**src/rtl/scr1_trace_stream_pkg.sv**
```systemverilog
// scr1_trace_pkg: trace record layout, header bit positions and serializer states
package scr1_trace_pkg;
  localparam int HDR_UP = 31;
  localparam int HDR_LOST = 30;
  localparam int HDR_ADDR_LSB = 16;
  localparam int HDR_DELAY_LSB = 0;
  typedef struct packed {
    logic        up;
    logic        lost;
    logic [4:0]  addr;
    logic [15:0] delay;
    logic [31:0] pc;
    logic [31:0] data;
  } type_scr1_trace_rec_s;
  typedef enum logic [1:0] {
    TRACE_IDLE,
    TRACE_HDR,
    TRACE_PC,
    TRACE_DATA
  } type_scr1_trace_fsm_e;
  function automatic logic [31:0] trace_hdr(input type_scr1_trace_rec_s r);
    logic [31:0] h;
    h = '0;
    h[HDR_UP] = r.up;
    h[HDR_LOST] = r.lost;
    h[HDR_ADDR_LSB +: 5] = r.addr;
    h[HDR_DELAY_LSB +: 16] = r.delay;
    return h;
  endfunction
endpackage

```
**src/rtl/scr1_trace_stream_if.sv**
```systemverilog
// scr1_trace_stream_if: valid/ready word stream carrying serialized trace records
interface scr1_trace_stream_if;
  logic        rd_valid;
  logic [31:0] rd_data;
  logic        rd_last;
  logic        rd_ready;
  modport master(output rd_valid, rd_data, rd_last, input rd_ready);
  modport slave(input rd_valid, rd_data, rd_last, output rd_ready);
endinterface

```
**src/rtl/scr1_trace_fifo.sv**
```systemverilog
// scr1_trace_fifo: synchronous FIFO with head and head+1 peek for back-to-back draining
module scr1_trace_fifo #(
  parameter int WIDTH = 8,
  parameter int DEPTH = 8
) (
  input  logic                     clk,
  input  logic                     rst,
  input  logic                     push,
  input  logic [WIDTH-1:0]         wdata,
  input  logic                     pop,
  output logic [WIDTH-1:0]         rdata,
  output logic [WIDTH-1:0]         rnext,
  output logic                     full,
  output logic                     empty,
  output logic [$clog2(DEPTH):0]   level
);
  localparam int AW = $clog2(DEPTH);
  logic [WIDTH-1:0] mem [DEPTH];
  logic [AW:0] wptr, rptr;
  logic [AW-1:0] nidx;
  assign nidx = rptr[AW-1:0] + AW'(1);
  assign rdata = mem[rptr[AW-1:0]];
  assign rnext = mem[nidx];
  assign level = wptr - rptr;
  assign full = level == (AW+1)'(DEPTH);
  assign empty = wptr == rptr;
  always_ff @(posedge clk or posedge rst)
    if (rst) begin
      wptr <= '0;
      rptr <= '0;
    end else begin
      if (push) wptr <= wptr + (AW+1)'(1);
      if (pop) rptr <= rptr + (AW+1)'(1);
    end
  always_ff @(posedge clk)
    if (push) mem[wptr[AW-1:0]] <= wdata;
endmodule

```
**src/rtl/scr1_trace_stream.sv**
```systemverilog
// scr1_trace_stream: captures retire PC updates and MPRF writes into a record FIFO
// and streams each record as 2 or 3 words over a valid/ready port.
module scr1_trace_stream
  import scr1_trace_pkg::*;
#(
  parameter int DEPTH = 8
) (
  input  logic                   clk,
  input  logic                   rst,
  input  logic                   trace_en,
  input  logic                   update_pc_en,
  input  logic [31:0]            update_pc,
  input  logic                   mprf_wr_en,
  input  logic [4:0]             mprf_wr_addr,
  input  logic [31:0]            mprf_wr_data,
  scr1_trace_stream_if.master    rd,
  output logic                   ovf,
  output logic [7:0]             drop_cnt,
  output logic [$clog2(DEPTH):0] level
);
  localparam int LW = $clog2(DEPTH) + 1;
  type_scr1_trace_fsm_e state, state_n;
  type_scr1_trace_rec_s rec, head, nxt;
  logic [31:0] last_pc, data_q, data_n;
  logic [15:0] delay;
  logic        lost, last_q, last_n, capture, push, pop, drop, full, empty, more;
  assign capture = trace_en & (update_pc_en | mprf_wr_en);
  assign pop = rd.rd_valid & rd.rd_ready & rd.rd_last;
  assign push = capture & (~full | pop);
  assign drop = capture & full & ~pop;
  assign more = level > LW'(1);
  assign rd.rd_valid = state != TRACE_IDLE;
  assign rd.rd_data = data_q;
  assign rd.rd_last = last_q;
  always_comb begin
    rec.up = mprf_wr_en & (mprf_wr_addr != 5'd0);
    rec.lost = lost;
    rec.addr = mprf_wr_addr;
    rec.delay = delay;
    rec.pc = update_pc_en ? update_pc : last_pc;
    rec.data = mprf_wr_data;
  end
  scr1_trace_fifo #(.WIDTH($bits(type_scr1_trace_rec_s)), .DEPTH(DEPTH)) u_fifo (
    .clk(clk), .rst(rst), .push(push), .wdata(rec), .pop(pop),
    .rdata(head), .rnext(nxt), .full(full), .empty(empty), .level(level)
  );
  always_ff @(posedge clk or posedge rst)
    if (rst) begin
      last_pc <= '0;
      delay <= '0;
      lost <= 1'b0;
      ovf <= 1'b0;
      drop_cnt <= '0;
    end else begin
      if (update_pc_en) last_pc <= update_pc;
      delay <= !trace_en ? 16'd0 : capture ? 16'd1 : (delay == 16'hffff) ? delay : delay + 16'd1;
      lost <= drop ? 1'b1 : push ? 1'b0 : lost;
      if (drop) ovf <= 1'b1;
      if (drop && drop_cnt != 8'hff) drop_cnt <= drop_cnt + 8'd1;
    end
  // the next header comes from head+1 so a new record starts on the pop edge
  always_comb begin
    state_n = state;
    data_n = data_q;
    last_n = last_q;
    case (state)
      TRACE_IDLE:
        if (!empty) begin
          state_n = TRACE_HDR;
          data_n = trace_hdr(head);
          last_n = 1'b0;
        end
      TRACE_HDR:
        if (rd.rd_ready) begin
          state_n = TRACE_PC;
          data_n = head.pc;
          last_n = ~head.up;
        end
      default:
        if (rd.rd_ready) begin
          if (state == TRACE_PC && head.up) begin
            state_n = TRACE_DATA;
            data_n = head.data;
            last_n = 1'b1;
          end else begin
            state_n = more ? TRACE_HDR : TRACE_IDLE;
            data_n = more ? trace_hdr(nxt) : 32'd0;
            last_n = 1'b0;
          end
        end
    endcase
  end
  always_ff @(posedge clk or posedge rst)
    if (rst) begin
      state <= TRACE_IDLE;
      data_q <= '0;
      last_q <= 1'b0;
    end else begin
      state <= state_n;
      data_q <= data_n;
      last_q <= last_n;
    end
endmodule

```
**src/flat_wrapper.sv**
```systemverilog
// flat-port wrapper written by rule: the top's interface ports become plain ports
module scr1_trace_stream_flat import scr1_trace_pkg::*;
#(
  parameter int DEPTH = 8
)
  (clk, rst, trace_en, update_pc_en, update_pc, mprf_wr_en, mprf_wr_addr, mprf_wr_data, ovf, drop_cnt, level, rd_rd_valid, rd_rd_data, rd_rd_last, rd_rd_ready);
  scr1_trace_stream_if rd_i ();
  input  logic clk;
  input  logic rst;
  input  logic trace_en;
  input  logic update_pc_en;
  input  logic [31:0] update_pc;
  input  logic mprf_wr_en;
  input  logic [4:0] mprf_wr_addr;
  input  logic [31:0] mprf_wr_data;
  output logic ovf;
  output logic [7:0] drop_cnt;
  output logic [$clog2(DEPTH):0] level;
  output wire logic [$bits(rd_i.rd_valid)-1:0] rd_rd_valid;
  output wire logic [$bits(rd_i.rd_data)-1:0] rd_rd_data;
  output wire logic [$bits(rd_i.rd_last)-1:0] rd_rd_last;
  input wire logic [$bits(rd_i.rd_ready)-1:0] rd_rd_ready;
  assign rd_rd_valid = rd_i.rd_valid;
  assign rd_rd_data = rd_i.rd_data;
  assign rd_rd_last = rd_i.rd_last;
  assign rd_i.rd_ready = rd_rd_ready;
  scr1_trace_stream #(.DEPTH(DEPTH)) u_core (.clk(clk), .rst(rst), .trace_en(trace_en), .update_pc_en(update_pc_en), .update_pc(update_pc), .mprf_wr_en(mprf_wr_en), .mprf_wr_addr(mprf_wr_addr), .mprf_wr_data(mprf_wr_data), .rd(rd_i), .ovf(ovf), .drop_cnt(drop_cnt), .level(level));
endmodule
```
**config.mk**
```make
export PLATFORM = sky130hd
export DESIGN_NAME = scr1_trace_stream_flat
export DESIGN_NICKNAME = d
export VERILOG_FILES = /design/src/rtl/scr1_trace_stream_pkg.sv /design/src/rtl/scr1_trace_stream_if.sv /design/src/rtl/scr1_trace_fifo.sv /design/src/rtl/scr1_trace_stream.sv /design/src/flat_wrapper.sv
export SDC_FILE = /design/constraint.sdc
export NUM_CORES = 1
export LEC_CHECK = 0
export CAP_MARGIN = 40
export CORE_MARGIN = 3
export CORE_UTILIZATION = 60
export CTS_CLUSTER_SIZE = 24
export DETAILED_ROUTE_END_ITERATION = 10
export PLACE_DENSITY = 0.78
export SKIP_CTS_REPAIR_TIMING = 1
export SLEW_MARGIN = 10
export SYNTH_ARGS = -nofsm -noshare
export SYNTH_HDL_FRONTEND = slang
export SYNTH_SLANG_ARGS = --single-unit
```
**constraint.sdc**
```tcl
create_clock -name clk -period 14.2 [get_ports clk]
set_clock_uncertainty 0.2 [all_clocks]
set_input_delay 4.26 -clock clk [delete_from_list [all_inputs] [get_ports clk]]
set_output_delay 4.26 -clock clk [all_outputs]
set_load 0.01 [all_outputs]
```
==> impl_results.md <==
* Worst-path cell chain: buf_4 -> inv_4 -> ha_1 -> a21o_1 -> a31oi_1 -> xor2_1 -> clkdlybuf4s50_1
* Hold Vio Cnt, Final at 0
* CTS max path bufs at 3
* Most frequent cells in the layout: edfxtp_1, mux4_2, clkdlybuf4s50_1
* CTS tree: yes
* Required time of the critical path at 9740 ps
* Fin crit share at 56.92%
* Fin Setup TNS at 0 ps
* Mux share of post-synthesis cell area at 19.21%
* Worst setup margin at 6118 ps
* # port buffers at 121
* Min Hold Slack at 287.3 ps
* Grt total ovfl at 0
* Synth warnings at 0
* DR WL/cell at 28.16 um
* Ys async rst share at 12.67%
* Worst-skew pair later-pin latency at 610 ps
* Main combinational cell family by area after synthesis: multiplexers
* Post-synthesis register bit count at 797
* P&R area growth vs syn at 15.01%
* Gpl congestion at 0.8009
* Part of the power in combinational logic at 34.3%
* Hold Crit Class: flip-flop to flip-flop
* Overall routed net length at 70,180 um
* Largest net degree at the start of global routing at 141
* Commonest non-fill, non-tap cell in the layout: edfxtp_1
* Number of synthesized flops with an enable pin at 696
* Internal power at 5.460 mW
* Drt pass-1 iters at 5
* Fillers at 3,101
* Vias in the first global route at 17,229
* Initial antenna violation count at 2
* R2R setup slack at 9150 ps
* Max-Cap Viols at 0
* Reg2reg end: u_core.u_fifo.mem[0][19]
* Total vias in the final route at 16,480
* Die Y at 238.0 um
* Post-synthesis compound-gate area fraction at 2.992%
* Rel. slew slack at 37.82%
* Global-route wire length before repair at 107,800 um
* Die area at 56,630 um2
* DRT iter0 DRCs at 1,702
* Core Rows at 84
* Avg Vias per Cell at 6.613
* Post-Syn Nets at 1,669
* Final ANT Viol Nets at 0
* Worst Tran Pin Value at 932.7 ps
* Mean post-synth cell area at 20.36 um2
* Syn Inst Count at 1,586
* Top Ports at 122
* Sw Pwr at 2.452 mW
* Worst Reg-to-Reg Cells at 12
* Synth unique cells at 59
* Critical Path End: level[3]
* Switching Fraction at 30.99%
* CORE AREA at 52,870 um2
* Crit path launch type: flip-flop
* Pwr/cell area at 213.1 nW/um2
* Register area share after synthesis at 72.56%
* Pre-CTS setup slack at 5574 ps
* Post-synth top area cell: edfxtp_1
* Die X at 238.0 um
* Clock Root Buffer: clkbuf_16
* Residual DRC at 0
* Clk network pwr share at 26.5%
* Fin nets at 1,822
* Crit Path Max Fanout at 35
* RSZ-0062 raised after global routing: false
* Clk slew on worst S/H paths at 60 ps
* Peak supply drop at 0.2204 mV
* Clock Sinks at 797
* Cts bufs inserted at 78
* Mapped Area at 32,290 um2
* Synth Area in Adders at 0.3333%
* Sequential power share at 39.3%
* Crit path time final at 8082 ps
* Crit path from: u_core.u_fifo.rptr[2]
* Final setup violation count at 0
* Worst EP arrival at 3620 ps
* Worst path max stage delay at 660 ps
* Status: finished, final reports clean
* Crit-path slowest cell: clkdlybuf4s50_1
* HPWL Detailed at 39,480 um
* Slew Viols, Final at 0
* Synth area leaders: edfxtp_1, mux4_2, dfrtp_1
* H-tree levels at 3
* Initial cell density of the core at 61.08%
* Post-Synth Simple-Gate Area at 2.813%
* GR Util All Layers at 25.64%
* Fmax at 123.7 MHz
* WS Path Type: flip-flop to output port
* R2r startpoint: u_core.u_fifo.rptr[2]
* Ratio of cells with drive above 1 in the final layout at 26.25%
* CP endpoint kind: output port
* Static leakage at 12.36 nW
* XOR/XNOR Fraction of Synth Area at 0.6239%
* Synth Flop Type: edfxtp_1
* Post-synth top area share at 64.73%
cell type report:
cell class | count | area (um2) | share of cell area (%)
flip-flops and latches | 797 | 23440 | 63.11
multi-input cells | 687 | 8433 | 22.71
well taps | 688 | 860.8 | 2.318
inverters | 11 | 48.80 | 0.1314
clock inverters | 30 | 394.1 | 1.061
repair buffers | 164 | 1732 | 4.663
diodes | 2 | 5.005 | 0.01348
clock buffers | 113 | 2226 | 5.994
how the worst min path moves through the flow:
stage | start | endpoint | slack [ps] | cells past startpoint
2_1_floorplan | u_core.u_fifo.rptr[3] | u_core.u_fifo.rptr[3] | 260 | 1
3_3_place_gp | u_core.ovf | u_core.ovf | 260 | 1
3_5_place_dp | u_core.ovf | u_core.ovf | 260 | 1
4_1_cts | u_core.u_fifo.rptr[3] | u_core.u_fifo.rptr[3] | 290 | 1
5_1_grt | u_core.rd.rd_data[29] | u_core.rd.rd_data[29] | 310 | 1
6_report | u_core.u_fifo.rptr[3] | u_core.u_fifo.rptr[3] | 290 | 1
flip-flops by register name, summed over array words and instances, names as in the netlist:
signal,cells
u_core.u_fifo.rptr,4
u_core.rd.rd_data,32
u_core.drop_cnt,8
u_core.u_fifo.wptr,4
u_core.lost,1
u_core.ovf,1
u_core.u_fifo.mem,696
u_core.delay,16
u_core.state,2
u_core.rd.rd_last,1
u_core.last_pc,32
Yosys cell counts (all sizes together), types with 2 or more instances:
cell / count
o21ai: 12
or2: 5
a31oi: 26
ha: 7
nand2: 62
edfxtp: 696
nand3b: 2
mux4: 217
mux2i: 65
dfrtp: 101
nor3: 2
nand4: 9
o22ai: 24
inv: 11
and2: 2
a211oi: 21
a21o: 2
a2111oi: 4
xor2: 10
o221ai: 9
o31ai: 3
o211a: 2
o21a: 11
xnor2: 13
mux2: 59
nor3b: 5
or4: 2
clkbuf: 22
buf: 69
and3: 6
a21oi: 5
nor2b: 8
or3: 2
nor2: 62
nand2b: 4
nand3: 15
power by group through the flow:
stage,clock (mW),sequential [mW],combinational (mW)
finish,2.10,3.11,2.71
global route,2.23,3.14,2.89
CTS,2.13,3.11,2.73
detailed placement,0,3.15,2.70
global placement,0,3.14,2.57
floorplan,0,3.11,1.89
kinds of logic after synthesis:
kind of cell,after synthesis
AO/OA/AOI/OAI,125
XOR/XNOR,23
adder cells (fa/ha/maj),8
buffers and inverters,102
flip-flops,797
multiplexers,341
AND/OR/NAND/NOR,190
metrics by stage:
stage	util [%]	power [mW]	std cells	cell area [um2]
global placement	64.76	5.716	2336	34240
CTS	70.18	7.968	2489	37100
finish	70.24	7.912	2492	37130
detailed placement	65.23	5.848	2346	34480
global route	70.24	8.255	2492	37130
floorplan	-	5.006	1586	32290
routing by layer:
layer / track usage, % / wire (um)
met1: 37.27 / 28140
met2: 40.80 / 34820
met3: 3.999 / 5355
met4: 8.979 / 1860
met5: 0 / 0
worst max-delay path, delay by kind of cell, from the launching register on:
kind	cells	cell delay, ps
AO/OA/AOI/OAI	2	350
XOR/XNOR	1	390
buffers and inverters	3	1480
flip-flops	1	320
adder cells (fa/ha/maj)	1	440
No activity file was read; power rests on OpenSTA's default activity.
